<file path="config.mk">
export PLATFORM = sky130hd
export DESIGN_NAME = boot_loader
export DESIGN_NICKNAME = d
export VERILOG_FILES = /design/src/rtl/boot_loader.sv
export SDC_FILE = /design/constraint.sdc
export NUM_CORES = 1
export LEC_CHECK = 0
export BUFFER_PORTS_ARGS = -buffer_cell sky130_fd_sc_hd__clkbuf_2
export CORE_MARGIN = 4
export CORE_UTILIZATION = 55
export CTS_CLUSTER_SIZE = 28
export DETAILED_ROUTE_END_ITERATION = 12
export GPL_TIMING_DRIVEN = 0
export HOLD_SLACK_MARGIN = 0.12
export PLACE_DENSITY = 0.79
export SLEW_MARGIN = 20
export SYNTH_ARGS = -nofsm -noshare
export SYNTH_HDL_FRONTEND = slang
export SYNTH_SLANG_ARGS = --single-unit
</file>
<file path="constraint.sdc">
create_clock -name clk -period 3.01 [get_ports clk]
set_clock_uncertainty 0.1 [all_clocks]
set_input_delay 0.602 -clock clk [delete_from_list [all_inputs] [get_ports clk]]
set_output_delay 0.602 -clock clk [all_outputs]
set_load 0.005 [all_outputs]
</file>
<file path="src/rtl/boot_loader.sv">
// boot_loader: length-prefixed program loader.
// Accepts a header word N followed by N data words on a valid/ready stream,
// writes them to RAM from address 0, then holds the CPU in reset (clock gated)
// for RESET_HOLD cycles before releasing it. A reload pulse in RUN restarts
// loading; an oversized header parks the loader in a sticky error state.
// Optional build macro BOOT_LOADER_ZERO_FILL_EN: after the image, zero the
// remaining words N..MEM_DEPTH-1 before releasing the CPU.
module boot_loader #(
    parameter int ADDR_WIDTH = 8,
    parameter int DATA_WIDTH = 8,
    parameter int MEM_DEPTH  = 256,
    parameter int RESET_HOLD = 4
) (
    input  logic                  clk,
    input  logic                  reset,
    input  logic [DATA_WIDTH-1:0] in_data,
    input  logic                  in_valid,
    output logic                  in_ready,
    input  logic                  reload,
    output logic [ADDR_WIDTH-1:0] mem_addr,
    output logic [DATA_WIDTH-1:0] mem_data,
    output logic                  mem_we,
    output logic                  cpu_reset,
    output logic                  cpu_clk_en,
    output logic                  busy,
    output logic                  done,
    output logic                  error
);

    // Word counter is one bit wider than the address so N == 2**ADDR_WIDTH fits.
    localparam int CNT_W  = ADDR_WIDTH + 1;
    localparam int HOLD_W = (RESET_HOLD > 1) ? $clog2(RESET_HOLD) : 1;
    localparam int CMP_W  = ((DATA_WIDTH > CNT_W) ? DATA_WIDTH : CNT_W) + 1;

    localparam logic [CNT_W-1:0]  CNT_ONE   = CNT_W'(1);
    localparam logic [HOLD_W-1:0] HOLD_ONE  = HOLD_W'(1);
    localparam logic [HOLD_W-1:0] HOLD_LAST = HOLD_W'(RESET_HOLD - 1);
`ifdef BOOT_LOADER_ZERO_FILL_EN
    localparam logic [CNT_W-1:0]  DEPTH_C   = CNT_W'(MEM_DEPTH);
`endif

`ifdef BOOT_LOADER_ZERO_FILL_EN
    typedef enum logic [2:0] {ST_LEN, ST_LOAD, ST_FILL, ST_HOLD, ST_RUN, ST_ERR} state_t;
`else
    typedef enum logic [2:0] {ST_LEN, ST_LOAD, ST_HOLD, ST_RUN, ST_ERR} state_t;
`endif

    state_t                  state_q, state_d;
    logic [CNT_W-1:0]        cnt_q, cnt_d;
    logic [CNT_W-1:0]        len_q, len_d;
    logic [HOLD_W-1:0]       hold_q, hold_d;
    logic                    accept;
    logic                    mem_we_d;
    logic [ADDR_WIDTH-1:0]   mem_addr_d;
    logic [DATA_WIDTH-1:0]   mem_data_d;

    // Header check done at a width wide enough for both operands.
    function automatic logic len_too_long(input logic [DATA_WIDTH-1:0] n);
        return CMP_W'(n) > CMP_W'(MEM_DEPTH);
    endfunction

    // Where to go once the last image word (or an empty header) is taken;
    // words_written is the count of words already in RAM.
    function automatic state_t after_image(input logic [CNT_W-1:0] words_written);
`ifdef BOOT_LOADER_ZERO_FILL_EN
        return (words_written == DEPTH_C) ? ST_HOLD : ST_FILL;
`else
        return (words_written == words_written) ? ST_HOLD : ST_HOLD;
`endif
    endfunction

    assign accept = in_valid && in_ready;

    // Next-state, counters and the RAM write stage.
    always_comb begin
        state_d    = state_q;
        cnt_d      = cnt_q;
        len_d      = len_q;
        hold_d     = hold_q;
        mem_we_d   = 1'b0;
        mem_addr_d = mem_addr;
        mem_data_d = mem_data;
        case (state_q)
            ST_LEN: begin
                if (accept) begin
                    cnt_d  = '0;
                    hold_d = '0;
                    if (len_too_long(in_data)) begin
                        state_d = ST_ERR;
                    end else if (in_data == '0) begin
                        state_d = after_image('0);
                    end else begin
                        len_d   = CNT_W'(in_data);
                        state_d = ST_LOAD;
                    end
                end
            end
            ST_LOAD: begin
                if (accept) begin
                    mem_we_d   = 1'b1;
                    mem_addr_d = cnt_q[ADDR_WIDTH-1:0];
                    mem_data_d = in_data;
                    cnt_d      = cnt_q + CNT_ONE;
                    if (cnt_q == len_q - CNT_ONE) begin
                        hold_d  = '0;
                        state_d = after_image(cnt_q + CNT_ONE);
                    end
                end
            end
`ifdef BOOT_LOADER_ZERO_FILL_EN
            ST_FILL: begin
                mem_we_d   = 1'b1;
                mem_addr_d = cnt_q[ADDR_WIDTH-1:0];
                mem_data_d = '0;
                cnt_d      = cnt_q + CNT_ONE;
                if (cnt_q == DEPTH_C - CNT_ONE) begin
                    hold_d  = '0;
                    state_d = ST_HOLD;
                end
            end
`endif
            ST_HOLD: begin
                if (hold_q == HOLD_LAST) begin
                    state_d = ST_RUN;
                end else begin
                    hold_d = hold_q + HOLD_ONE;
                end
            end
            ST_RUN: begin
                if (reload) begin
                    state_d = ST_LEN;
                end
            end
            ST_ERR: begin
                state_d = ST_ERR;
            end
            default: begin
                state_d = ST_LEN;
            end
        endcase
    end

    // State, counters and all outputs registered; status outputs follow the next state.
    always_ff @(posedge clk) begin
        if (reset) begin
            state_q    <= ST_LEN;
            cnt_q      <= '0;
            len_q      <= '0;
            hold_q     <= '0;
            in_ready   <= 1'b0;
            mem_we     <= 1'b0;
            mem_addr   <= '0;
            mem_data   <= '0;
            cpu_reset  <= 1'b1;
            cpu_clk_en <= 1'b0;
            busy       <= 1'b1;
            done       <= 1'b0;
            error      <= 1'b0;
        end else begin
            state_q    <= state_d;
            cnt_q      <= cnt_d;
            len_q      <= len_d;
            hold_q     <= hold_d;
            in_ready   <= (state_d == ST_LEN) || (state_d == ST_LOAD);
            mem_we     <= mem_we_d;
            mem_addr   <= mem_addr_d;
            mem_data   <= mem_data_d;
            cpu_reset  <= (state_d != ST_RUN);
            cpu_clk_en <= (state_d == ST_RUN);
            busy       <= (state_d != ST_RUN) && (state_d != ST_ERR);
            done       <= (state_d == ST_RUN);
            error      <= (state_d == ST_ERR);
        end
    end

endmodule

</file>
==> results of run 1 <==
==> synth_stat cells (2+ instances only) <==
cell type,instances,share of area
sky130_fd_sc_hd__a311oi_1,2,0.0088
sky130_fd_sc_hd__nor3_1,5,0.013
sky130_fd_sc_hd__a211oi_1,2,0.0075
sky130_fd_sc_hd__a31oi_1,2,0.0063
sky130_fd_sc_hd__inv_1,4,0.0075
sky130_fd_sc_hd__xnor2_1,10,0.044
sky130_fd_sc_hd__nor3b_1,2,0.0075
sky130_fd_sc_hd__ha_1,3,0.019
sky130_fd_sc_hd__o31a_1,2,0.0088
sky130_fd_sc_hd__clkbuf_1,7,0.013
sky130_fd_sc_hd__nand3b_1,2,0.0075
sky130_fd_sc_hd__and2_1,2,0.0063
sky130_fd_sc_hd__o21ai_0,3,0.0075
sky130_fd_sc_hd__nand4_1,2,0.0063
sky130_fd_sc_hd__or3_1,4,0.013
sky130_fd_sc_hd__buf_2,3,0.0075
sky130_fd_sc_hd__nand2_1,44,0.083
sky130_fd_sc_hd__a21oi_1,26,0.065
sky130_fd_sc_hd__a31oi_2,2,0.013
sky130_fd_sc_hd__and3_1,3,0.0094
sky130_fd_sc_hd__nor2b_1,3,0.0094
sky130_fd_sc_hd__nor2_1,26,0.049
sky130_fd_sc_hd__xor2_1,5,0.022
sky130_fd_sc_hd__nor4_1,2,0.0063
sky130_fd_sc_hd__dfxtp_1,44,0.44
sky130_fd_sc_hd__nand2b_1,2,0.0063
sky130_fd_sc_hd__mux2i_1,6,0.030
==> sequential cells by signal, summed over array words and instances, names as in the netlist <==
register   flops
len_q          8
error          1
state_q        3
hold_q         2
in_ready       1
cpu_reset      1
mem_addr       8
done           1
mem_we         1
busy           1
mem_data       8
cnt_q          9
==> kinds of logic (layout without fill, tap and decap cells) <==
group	count (synthesis)	count (layout)	synth area share
mux	6	6	0.0301
fa+ha+maj	3	3	0.0188
buf+inv	17	58	0.0395
compound gates	45	45	0.141
flops	44	44	0.442
simple gates	105	105	0.255
xor+xnor	16	16	0.0740
==> layer usage <==
| layer | GRT usage | part of all wire | up-vias |
|---|---|---|---|
| li1 | - | - | 880 |
| met1 | 0.249 | 0.46 | 776 |
| met2 | 0.321 | 0.47 | 34 |
| met3 | 0.0525 | 0.044 | 9 |
| met4 | 0.0868 | 0.021 | 0 |
| met5 | 0 | 0 | - |
==> area by class of cell <==
class / instances / area [sq um]
fillers: 303 / 1140
multi-input cells: 175 / 1030
flip-flops and latches: 44 / 881
repair buffers: 33 / 165
plain buffers: 13 / 63.8
well taps: 46 / 57.6
clock buffers: 7 / 45.0
inverters: 4 / 15.0
clock inverters: 1 / 8.76
==> power by group through the flow <==
| stage | Combinational [mW] | Sequential (mW) | Clock, mW |
|---|---|---|---|
| 2_1_floorplan | 0.0945 | 0.615 | 0 |
| 3_3_place_gp | 0.122 | 0.618 | 0 |
| 3_5_place_dp | 0.125 | 0.618 | 0 |
| 4_1_cts | 0.126 | 0.605 | 0.287 |
| 5_1_grt | 0.140 | 0.607 | 0.321 |
| 6_report | 0.126 | 0.605 | 0.289 |
==> tightest hold or removal path: stages, from the launching register on <==
cell	delay, ns
sky130_fd_sc_hd__dfxtp_1	0.33
sky130_fd_sc_hd__nand2_1	0.05
sky130_fd_sc_hd__a21oi_1	0.05
==> worst max-delay path by stage <==
stage,startpoint,endpoint,slack [ns]
2_1_floorplan,len_q[0],done,0.80
3_3_place_gp,in_valid,busy,0.50
3_5_place_dp,in_valid,busy,0.46
4_1_cts,len_q[0],state_q[1],0.60
5_1_grt,len_q[0],state_q[1],0.40
6_report,len_q[0],state_q[1],0.59
==> flow_summary.rst, run 1 <==
.. list-table::
   :header-rows: 1

   * - Metric
     - Value
   * - Placement-stage cell area
     - 0.00222 sq mm
   * - Post-Place Cells
     - approximately 320
   * - Skew-Pair Late Insertion Delay
     - 0.36 ns
   * - Final setup margin
     - between 0.5 and 0.6 ns
   * - Number of instances resized during post-cts repair
     - 0
   * - Worst endpoint data arrival time
     - 2.63 ns
   * - Worst flop-to-flop path endpoint
     - state_q[1]
   * - Kind of critical path
     - flip-flop to flip-flop
   * - Number of hold violations in the final report
     - 0
   * - Worst Path Max Fanout
     - 8
   * - Post-route DRC violation count
     - 0
   * - Starting density of the core
     - 0.584
   * - Via count of the first global-routing pass
     - approximately 1500
   * - Number of inserted diodes
     - 0
   * - Std-Cell Core Area
     - between 0.003 and 0.004 sq mm
   * - Cell count after synthesis
     - 236
   * - Violation count after the first detailed-route iteration
     - 66
   * - Net count after synthesis
     - approximately 250
   * - Initial antenna violation count
     - 0
   * - Hold Crit Start
     - mem_addr[5]
   * - Number of maximum-capacitance violations
     - 0
   * - Count of cells along the worst register-to-register path
     - 9
   * - Reg2reg setup slack
     - 0.59 ns
   * - Critical Path, Cell by Cell
     - inv_1, ha_1, buf_6, nor2b_1, or3_1, a31oi_2, nand4_2, o31ai_2, and2_1
   * - Areal power density over the cells
     - approximately 450 mW/mm^2
   * - Number of optimization iterations in the first detailed-route pass
     - 4
   * - Startpoint kind of the worst setup timing path
     - flip-flop
   * - Die span in y
     - about 70 um
   * - Fraction of power consumed by combinational cells
     - 0.123
   * - Total power after layout
     - 1.02 mW
   * - Mean area per synthesized cell
     - approximately 8.5 sq um
   * - Clock power frac
     - 0.284
   * - Status
     - finished clean
   * - Total of endpoints with negative setup slack in the final report
     - 0
   * - Post-detailed-placement half-perimeter wirelength
     - approximately 3200 um
   * - Leakage power
     - 0.876 nW
   * - Clock Path Buffers
     - 2
   * - Top delay family on crit path
     - simple AND/OR/NAND/NOR gates
   * - Final Slew Violations
     - 0
   * - Kind of capture point of the worst setup path
     - flip-flop
   * - Number of synthesized flops with an enable pin
     - 0
   * - Clock tree from TritonCTS
     - built
   * - Delay of the slowest critical-path stage
     - 0.43 ns
   * - Post-CTS Setup Inserts
     - 0
   * - Cell chosen for the clock root
     - sky130_fd_sc_hd__clkbuf_4
   * - Clock edge transition at the registers on the reported setup and hold paths
     - about 0.13 ns
   * - Fraction of final layout cells with drive strength greater than 1
     - 0.188
   * - Combined global-route utilization of all metal layers
     - 0.199
   * - Port Buffers
     - 33
   * - FMAX
     - just over 0.4 GHz
   * - Top library cells by usage in the layout, fill and taps aside
     - sky130_fd_sc_hd__nand2_1 (44), sky130_fd_sc_hd__dfxtp_1 (44), sky130_fd_sc_hd__clkbuf_2 (33), sky130_fd_sc_hd__a21oi_1 (26), sky130_fd_sc_hd__nor2_1 (26)
   * - Remaining antenna violation count after routing
     - 0
   * - Global-route wire length before repair
     - slightly below 7000 um
   * - Number of buffers created by CTS
     - 5
   * - RSZ-0062 raised after global routing
     - no
   * - Post-synthesis cell area
     - 0.00199 sq mm
   * - Final Wtd Congestion
     - about 0.74
   * - Core occupancy in the finished layout
     - 0.665
   * - Total number of nets in the final design
     - just under 300
   * - Final sum of negative setup slack
     - 0 ns
   * - Vias after detailed routing
     - 1699
   * - Sw Ratio
     - 0.272
   * - Post-Layout Inst Area
     - 0.00227 sq mm
   * - WL/cell
     - 13.0 um
   * - Maximum number of pins on one net before global-route repair
     - 14
   * - Unique cell type count in the Yosys netlist
     - 45
   * - Layout Area Growth over Synthesis
     - 13.9%
   * - Final routed wirelength across all metal layers
     - approximately 4200 um
   * - Hold Crit Endpoint
     - mem_addr[5]
   * - Sequential share of power
     - 0.593
   * - X dimension of the die
     - just under 70 um
   * - Main synth FF type
     - sky130_fd_sc_hd__dfxtp_1
   * - Standard cell with the maximum stage delay on the critical path
     - sky130_fd_sc_hd__dfxtp_1
   * - Worst voltage drop across the vdd grid
     - roughly 0.28 mV
   * - Number of flip-flops and latches in the synthesized netlist
     - between 40 and 50
   * - CP Buf/Inv Count
     - 2
   * - CTS HTree Levels
     - 2
   * - Row count
     - 21
   * - Post-layout min period
     - 2.42 ns
   * - Actual transition at the worst max-transition pin
     - around 0.74 ns
   * - Switching power total
     - approximately 0.28 mW
   * - Share of the clock period used by the worst path after layout
     - 0.803
   * - Overall overflow remaining after global route
     - 0
   * - Filler-free cell count of the finished design
     - approximately 320
   * - Clk sinks
     - 44
   * - Syn. warnings
     - 0
   * - Worst slew slack as a fraction of its limit
     - 0.505
   * - Type of the most critical hold path
     - flip-flop to flip-flop
   * - Internal power component
     - ~0.74 mW
   * - Data required, critical path
     - between 3 and 4 ns
   * - WHS
     - 0.360 ns
   * - Die footprint
     - roughly 0.0047 sq mm
   * - FF-to-FF Start
     - len_q[0]
   * - Number of top-level pins
     - 35
   * - Sequential area share after synthesis
     - 0.442
   * - Pre-CTS worst setup slack
     - 0.460 ns
   * - Worst hold stages
     - 2
   * - Vias per cell
     - approximately 5.3
   * - Critical path depth in cells
     - 9
   * - Proportion of register bits with asynchronous set or reset after synthesis
     - 0
   * - Hold-fix buffer count after cts
     - 0
No activity file was read; power rests on OpenSTA's default activity.
==> run 2: changes to the inputs <==
Settings changed: ABC_AREA set to 1, PLACE_DENSITY 0.79 to 0.78.
Clock period 3.01 ns to 2.45 ns, I/O delays scaled along.
==> run 2 against run 1 <==
  * Critical path depth rose by 6
  * Cell count increased by 18%
  * Register-to-register slack lost 0.20 ns
  * Routed wire length is 11% higher
  * Combinational power up 71%
  * Synthesized cell count grew 24%
==> flow_summary.rst, run 2 <==
.. list-table::
   :header-rows: 1

   * - Metric
     - Value
   * - Status
     - finished clean
   * - Cell chosen for the clock root
     - sky130_fd_sc_hd__clkbuf_8
   * - Core occupancy in the finished layout
     - 0.682
   * - Final Wtd Congestion
     - between 0.8 and 0.9
   * - RSZ-0062 raised after global routing
     - no
   * - Combined global-route utilization of all metal layers
     - 0.227
   * - Post-route DRC violation count
     - 0
   * - Data required, critical path
     - between 2 and 3 ns
   * - Switching power total
     - 0.419 mW
   * - Vias per cell
     - around 5
   * - Number of top-level pins
     - 35
   * - Kind of critical path
     - flip-flop to flip-flop
   * - Fraction of final layout cells with drive strength greater than 1
     - 0.186
   * - Synth area leader
     - sky130_fd_sc_hd__dfxtp_1
   * - Top library cells by usage in the layout, fill and taps aside
     - sky130_fd_sc_hd__nand2_1 (51), sky130_fd_sc_hd__nor2_1 (49), sky130_fd_sc_hd__dfxtp_1 (44), sky130_fd_sc_hd__clkbuf_2 (34), sky130_fd_sc_hd__inv_1 (33)
   * - Mean area per synthesized cell
     - 6.98 sq um
   * - Proportion of register bits with asynchronous set or reset after synthesis
     - 0
   * - Number of synthesized flops with an enable pin
     - 0
   * - Pre-CTS worst setup slack
     - just over 0.4 ns
   * - Final Slew Violations
     - 0
   * - Number of flip-flops and latches in the synthesized netlist
     - 44
   * - Share of the clock period used by the worst path after layout
     - 0.838
   * - Startpoint kind of the worst setup timing path
     - flip-flop
   * - Final setup margin
     - 0.396 ns
   * - Skew-Pair Late Insertion Delay
     - around 0.30 ns
   * - Worst slew slack as a fraction of its limit
     - 0.691
   * - Actual transition at the worst max-transition pin
     - ~0.46 ns
   * - Row count
     - 21
   * - Port Buffers
     - 34
   * - Most common cell after layout, fill and taps aside
     - sky130_fd_sc_hd__nand2_1
   * - Type of the most critical hold path
     - input port to flip-flop
   * - Std-Cell Core Area
     - 0.00347 sq mm
   * - Count of cells along the worst register-to-register path
     - 15
   * - Most frequent cell after synthesis
     - sky130_fd_sc_hd__nand2_1
   * - Clock tree from TritonCTS
     - built
   * - Die footprint
     - 0.00475 sq mm
   * - Worst endpoint data arrival time
     - 2.20 ns
   * - Number of optimization iterations in the first detailed-route pass
     - 4
   * - Layout Area Growth over Synthesis
     - 16.0%
   * - Post-synthesis cell area
     - about 0.0020 sq mm
   * - Overall overflow remaining after global route
     - 0
   * - Main synth FF type
     - sky130_fd_sc_hd__dfxtp_1
   * - Top cell type's share of synthesized area
     - 0.432
   * - Net count after synthesis
     - approximately 310
   * - Clk sinks
     - 44
   * - Final sum of negative setup slack
     - 0 ns
   * - Leading cell types by count after synthesis
     - sky130_fd_sc_hd__nand2_1 (51), sky130_fd_sc_hd__nor2_1 (49), sky130_fd_sc_hd__dfxtp_1 (44)
   * - Number of maximum-capacitance violations
     - 0
   * - Internal power component
     - between 1 and 1.5 mW
   * - Post-detailed-placement half-perimeter wirelength
     - around 3600 um
   * - Worst voltage drop across the vdd grid
     - 0.408 mV
   * - Number of hold violations in the final report
     - 0
   * - Fraction of power consumed by combinational cells
     - 0.146
   * - Starting density of the core
     - 0.588
   * - WL/cell
     - ~12 um
   * - Clock power frac
     - 0.332
   * - Placement-stage cell area
     - about 0.0023 sq mm
   * - Sw Ratio
     - 0.285
   * - Syn. warnings
     - 0
   * - Sequential area share after synthesis
     - 0.432
   * - Remaining antenna violation count after routing
     - 0
   * - Maximum number of pins on one net before global-route repair
     - 15
   * - Total power after layout
     - between 1 and 1.5 mW
   * - Via count of the first global-routing pass
     - between 1500 and 2000
   * - Vias after detailed routing
     - 1937
   * - Final routed wirelength across all metal layers
     - 4680 um
   * - Post-Layout Inst Area
     - approximately 0.0024 sq mm
   * - X dimension of the die
     - 68.9 um
   * - Leakage power
     - 1.14 nW
   * - Number of inserted diodes
     - 0
   * - Areal power density over the cells
     - 621 mW/mm^2
   * - Initial antenna violation count
     - 0
   * - Leading post-synthesis cells by cell area
     - sky130_fd_sc_hd__dfxtp_1 (43%), sky130_fd_sc_hd__nand2_1 (9.4%), sky130_fd_sc_hd__nor2_1 (9.0%), sky130_fd_sc_hd__o21ai_0 (6.4%), sky130_fd_sc_hd__inv_1 (6.1%)
   * - Worst Path Max Fanout
     - 5
   * - Hold-fix buffer count after cts
     - 0
   * - Total number of nets in the final design
     - about 350
   * - Sequential share of power
     - 0.521
   * - Number of buffers created by CTS
     - 5
   * - Worst hold stages
     - 3
   * - Most flops, register
     - cnt_q
   * - Clock edge transition at the registers on the reported setup and hold paths
     - ~0.08 ns
   * - Kind of capture point of the worst setup path
     - flip-flop
   * - Global-route wire length before repair
     - between 7000 and 8000 um
   * - Number of instances resized during post-cts repair
     - 0
   * - Total of endpoints with negative setup slack in the final report
     - 0
   * - Clock Path Buffers
     - 2
   * - Unique cell type count in the Yosys netlist
     - 24
   * - Violation count after the first detailed-route iteration
     - around 110
   * - Cell count after synthesis
     - 292
   * - CTS HTree Levels
     - 2
   * - Flip-flop count of the largest register after layout
     - 9
   * - Post-layout min period
     - between 2 and 2.5 ns
   * - Post-CTS Setup Inserts
     - 0
   * - Die span in y
     - about 69 um
   * - FMAX
     - 0.487 GHz
-- run 2: changes by cell type in the layout (fill, tap and decap cells not counted), moves of 6 or more --
cell / delta
sky130_fd_sc_hd__nand2_1: +7
sky130_fd_sc_hd__o21ai_0: +23
sky130_fd_sc_hd__nor2_1: +23
sky130_fd_sc_hd__nand3_1: +15
sky130_fd_sc_hd__clkbuf_8: +6
sky130_fd_sc_hd__xnor2_1: -8
sky130_fd_sc_hd__nor2_2: +8
sky130_fd_sc_hd__inv_1: +29
sky130_fd_sc_hd__mux2i_1: -6
sky130_fd_sc_hd__a21oi_1: -8
-- run 2: power groups by stage --
stage,Combinational (mW),Clock [mW],Sequential (mW)
finish,0.215,0.488,0.766
detailed placement,0.213,0,0.782
global route,0.250,0.526,0.770
CTS,0.215,0.495,0.766
floorplan,0.157,0,0.778
global placement,0.209,0,0.782
-- run 2: path summary, 6_finish.rpt --
kind                            startpoint       end  slack [ns]
worst max-delay path              len_q[0]      busy        0.40
worst min-delay path            in_data[7]  len_q[7]        0.34
worst max register to register    len_q[0]      busy        0.40
worst min register to register    len_q[1]  len_q[1]        0.41
-- run 2: metal layers --
metal / wire, um / track usage / share of wire / vias up
met4: 89 / 0.0949 / 0.019 / 0
met2: 2040 / 0.345 / 0.44 / 51
met1: 2290 / 0.307 / 0.49 / 860
li1: - / - / - / 1018
met5: 0 / 0 / 0 / -
met3: 266 / 0.0535 / 0.057 / 8
-- run 2: metrics by stage --
step | cells | hold WS [ns]
floorplan | 292 | 0.359
global placement | 372 | 0.386
detailed placement | 372 | 0.394
CTS | 380 | 0.335
global route | 380 | 0.353
finish | 380 | 0.339
-- run 2: cell families after synthesis --
kind of cell               synth area share
AOI/OAI and AO/OA                     0.121
xor gates and xnor gates             0.0215
adders and majority gates            0.0184
buffers and inverters                0.0834
DFF                                   0.432
and+or+nand+nor                       0.323
-- run 2: final cells by class --
cell class | instances | area (sq um)
repair buffers | 34 | 170
flip-flops and latches | 44 | 881
plain buffers | 8 | 35.0
multi-input cells | 204 | 988
well taps | 46 | 57.6
clock inverters | 2 | 15.0
inverters | 36 | 135
fillers | 341 | 1100
clock buffers | 6 | 82.6
-- run 2: worst max-delay path, cell delays in order, from the launching register on --
cell                      delay (ns)
sky130_fd_sc_hd__dfxtp_1        0.38
sky130_fd_sc_hd__inv_1          0.12
sky130_fd_sc_hd__ha_1           0.33
sky130_fd_sc_hd__nand2_1        0.07
sky130_fd_sc_hd__inv_1          0.04
sky130_fd_sc_hd__nor2_1         0.07
sky130_fd_sc_hd__nand2_1        0.06
sky130_fd_sc_hd__nor2_1         0.11
sky130_fd_sc_hd__nand3_1        0.09
sky130_fd_sc_hd__nor2_2         0.12
sky130_fd_sc_hd__nand3_1        0.10
sky130_fd_sc_hd__nand2_2        0.12
sky130_fd_sc_hd__nand3_2        0.10
sky130_fd_sc_hd__nand2_2        0.09
sky130_fd_sc_hd__nand2_1        0.05
sky130_fd_sc_hd__nand2_1        0.05
==> run 3: changes to the inputs <==
Clock period 2.45 ns to 2.05 ns, I/O delays scaled along.
==> run 3 against run 2 <==
  * Sequential power up 20%
  * Clock-buffer cell count stayed put
  * Register-to-register slack lost 0.30 ns
  * Setup slack got worse by 0.30 ns
  * Die area did not move
  * Fmax rose by 5.0%
  * Critical path depth unchanged
  * Cell count increased by 0.26%
  * Via count up 0.77%
  * Hold slack worse by 0.076 ns
  * Design area up 1.5%
  * Highest routed layer unchanged
==> flow_summary.rst, run 3 (same netlist as run 2, synthesis figures left out) <==
.. list-table::
   :header-rows: 1

   * - Metric
     - Value
   * - Worst slew slack as a fraction of its limit
     - 0.687
   * - Fraction of final layout cells with drive strength greater than 1
     - 0.209
   * - Leakage power
     - 1.15 nW
   * - Standard cell with the maximum stage delay on the critical path
     - sky130_fd_sc_hd__dfxtp_4
   * - Critical Path, Cell by Cell
     - inv_4, ha_4, nand2_1, inv_1, nor2_1, nand2_1, nor2_1, nand3_1, nor2_2, nand3_1, nand2_2, nand3_2, nand2_2, nand2_1, nand2_1
   * - Total area of multi-input combinational cells
     - approximately 0.001 sq mm
   * - Type of the most critical hold path
     - input port to flip-flop
   * - Vias per cell
     - ~5.1
   * - Post-layout min period
     - roughly 2 ns
   * - Final Wtd Congestion
     - a little under 0.9
   * - Count of cells along the worst register-to-register path
     - 15
   * - Metal3 WL
     - 244 um
   * - Maximum number of pins on one net before global-route repair
     - 15
   * - Top library cells by usage in the layout, fill and taps aside
     - sky130_fd_sc_hd__nand2_1 (50), sky130_fd_sc_hd__nor2_1 (49), sky130_fd_sc_hd__dfxtp_1 (42), sky130_fd_sc_hd__clkbuf_2 (34), sky130_fd_sc_hd__inv_1 (31)
   * - Number of hold violations in the final report
     - 0
   * - Number of buffers created by CTS
     - 5
   * - Number of optimization iterations in the first detailed-route pass
     - 4
   * - Delay of the slowest critical-path stage
     - ~0.36 ns
   * - Cell repeated most along the worst path
     - sky130_fd_sc_hd__nand2_1
   * - Flip-flop count of the largest register after layout
     - 9
   * - Total of endpoints with negative setup slack in the final report
     - 0
   * - CTS HTree Levels
     - 2
   * - Std-Cell Core Area
     - 0.00347 sq mm
   * - Most common cell after layout, fill and taps aside
     - sky130_fd_sc_hd__nand2_1
   * - Post-Layout Inst Area
     - about 0.0024 sq mm
   * - Global-route wire length before repair
     - roughly 8000 um
   * - Wire length on met1
     - between 2000 and 2500 um
   * - Share of the clock period used by the worst path after layout
     - 0.954
   * - Most flops, register
     - cnt_q
   * - Filler-free cell count of the finished design
     - 381
   * - Kind of capture point of the worst setup path
     - flip-flop
   * - Clock edge transition at the registers on the reported setup and hold paths
     - ~0.080 ns
   * - Placement-stage cell area
     - between 0.002 and 0.0025 sq mm
   * - Layout Area Growth over Synthesis
     - 17.7%
   * - Total power after layout
     - ~1.8 mW
   * - Port Buffers
     - 34
   * - Die footprint
     - roughly 0.0047 sq mm
   * - Final routed wirelength across all metal layers
     - around 4800 um
   * - Worst Path Max Fanout
     - 5
   * - Clock tree from TritonCTS
     - built
   * - Pre-CTS worst setup slack
     - ~0.013 ns
   * - Overall overflow remaining after global route
     - 0
   * - Remaining antenna violation count after routing
     - 0
   * - Post-detailed-placement half-perimeter wirelength
     - 3590 um
   * - Status
     - finished clean
   * - Starting density of the core
     - 0.588
   * - Vias after detailed routing
     - 1952
   * - FF-to-FF Start
     - len_q[0]
   * - Routed length on met2
     - 2100 um
   * - Clk sinks
     - 44
   * - Hold-fix buffer count after cts
     - 0
   * - Hold Crit Start
     - reset
   * - FMAX
     - roughly 0.5 GHz
   * - Die span in y
     - 68.9 um
   * - Number of top-level pins
     - 35
   * - Setup crit start
     - len_q[0]
   * - Startpoint kind of the worst setup timing path
     - flip-flop
   * - Number of filler instances in the final layout
     - roughly 330
   * - Final Slew Violations
     - 0
   * - Core occupancy in the finished layout
     - 0.692
   * - Violation count after the first detailed-route iteration
     - around 120
   * - Row count
     - 21
   * - Final setup margin
     - approximately 0.094 ns
   * - Worst voltage drop across the vdd grid
     - 0.487 mV
   * - Worst endpoint data arrival time
     - 2.10 ns
   * - Number of inserted diodes
     - 0
   * - Initial antenna violation count
     - 0
   * - Post-Place Cells
     - 372
   * - Skew-Pair Late Insertion Delay
     - 0.30 ns
   * - WL/cell
     - between 10 and 15 um
   * - Cell chosen for the clock root
     - sky130_fd_sc_hd__clkbuf_8
   * - Number of maximum-capacitance violations
     - 0
   * - Areal power density over the cells
     - 735 mW/mm^2
   * - Top sig layer
     - met4
   * - Via count of the first global-routing pass
     - between 1500 and 2000
   * - X dimension of the die
     - between 60 and 70 um
   * - Data required, critical path
     - roughly 2.2 ns
   * - Post-route DRC violation count
     - 0
   * - Worst hold stages
     - 2
   * - Clock Path Buffers
     - 2
   * - Total number of nets in the final design
     - around 350
   * - Combined global-route utilization of all metal layers
     - 0.227
   * - Actual transition at the worst max-transition pin
     - approximately 0.47 ns
   * - Kind of critical path
     - flip-flop to flip-flop
   * - Area occupied by registers
     - 886 sq um
-- run 3: changes by cell type in the layout (fill, tap and decap cells not counted), sizes merged --
cell / change
buf: +1
-- run 3: final cells by class --
class	count	area share
tap	46	0.0240
multi-input combinational	204	0.420
timing repair buffer	35	0.0740
inverter	36	0.0574
clock inverter	2	0.00626
clock buffer	6	0.0344
buffer	8	0.0146
sequential	44	0.369
-- run 3: path summary, 6_finish.rpt --
| kind | end | slack (ns) |
|---|---|---|
| max reg2reg | busy | 0.09 |
| max | busy | 0.09 |
| min | state_q[1] | 0.26 |
| min reg2reg | len_q[1] | 0.41 |
-- run 3: power breakdown --
group          switching, mW  internal, mW
sequential            0.0302         0.886
combinational          0.167         0.102
clock                  0.305         0.273
-- run 3: repair_timing --
item	4_1_cts	5_1_grt
buffers inserted	0	1
cloned	0	0
resized for setup	1	9
setup endpoints to repair	3	6
pin swaps	0	4
-- run 3: worst max-delay path: cells and delay by family, from the launching register on --
| family | cells | cell delay (ns) |
|---|---|---|
| flip-flops | 1 | 0.36 |
| buffers and inverters | 2 | 0.12 |
| AND/OR/NAND/NOR | 12 | 1.12 |
| adder cells (fa/ha/maj) | 1 | 0.20 |
-- run 3: per-stage QoR --
step	setup TNS (ns)	hold slack, ns
after floorplan	0	0.359
after global placement	0	0.386
after detailed placement	0	0.394
after CTS	0	0.255
after global routing	-0.185	0.273
final	0	0.263
-- run 3: metal layers --
| layer | global-route usage | up-vias |
|---|---|---|
| li1 | - | 1019 |
| met1 | 0.307 | 877 |
| met2 | 0.345 | 47 |
| met3 | 0.0535 | 9 |
| met4 | 0.0949 | 0 |
| met5 | 0 | - |
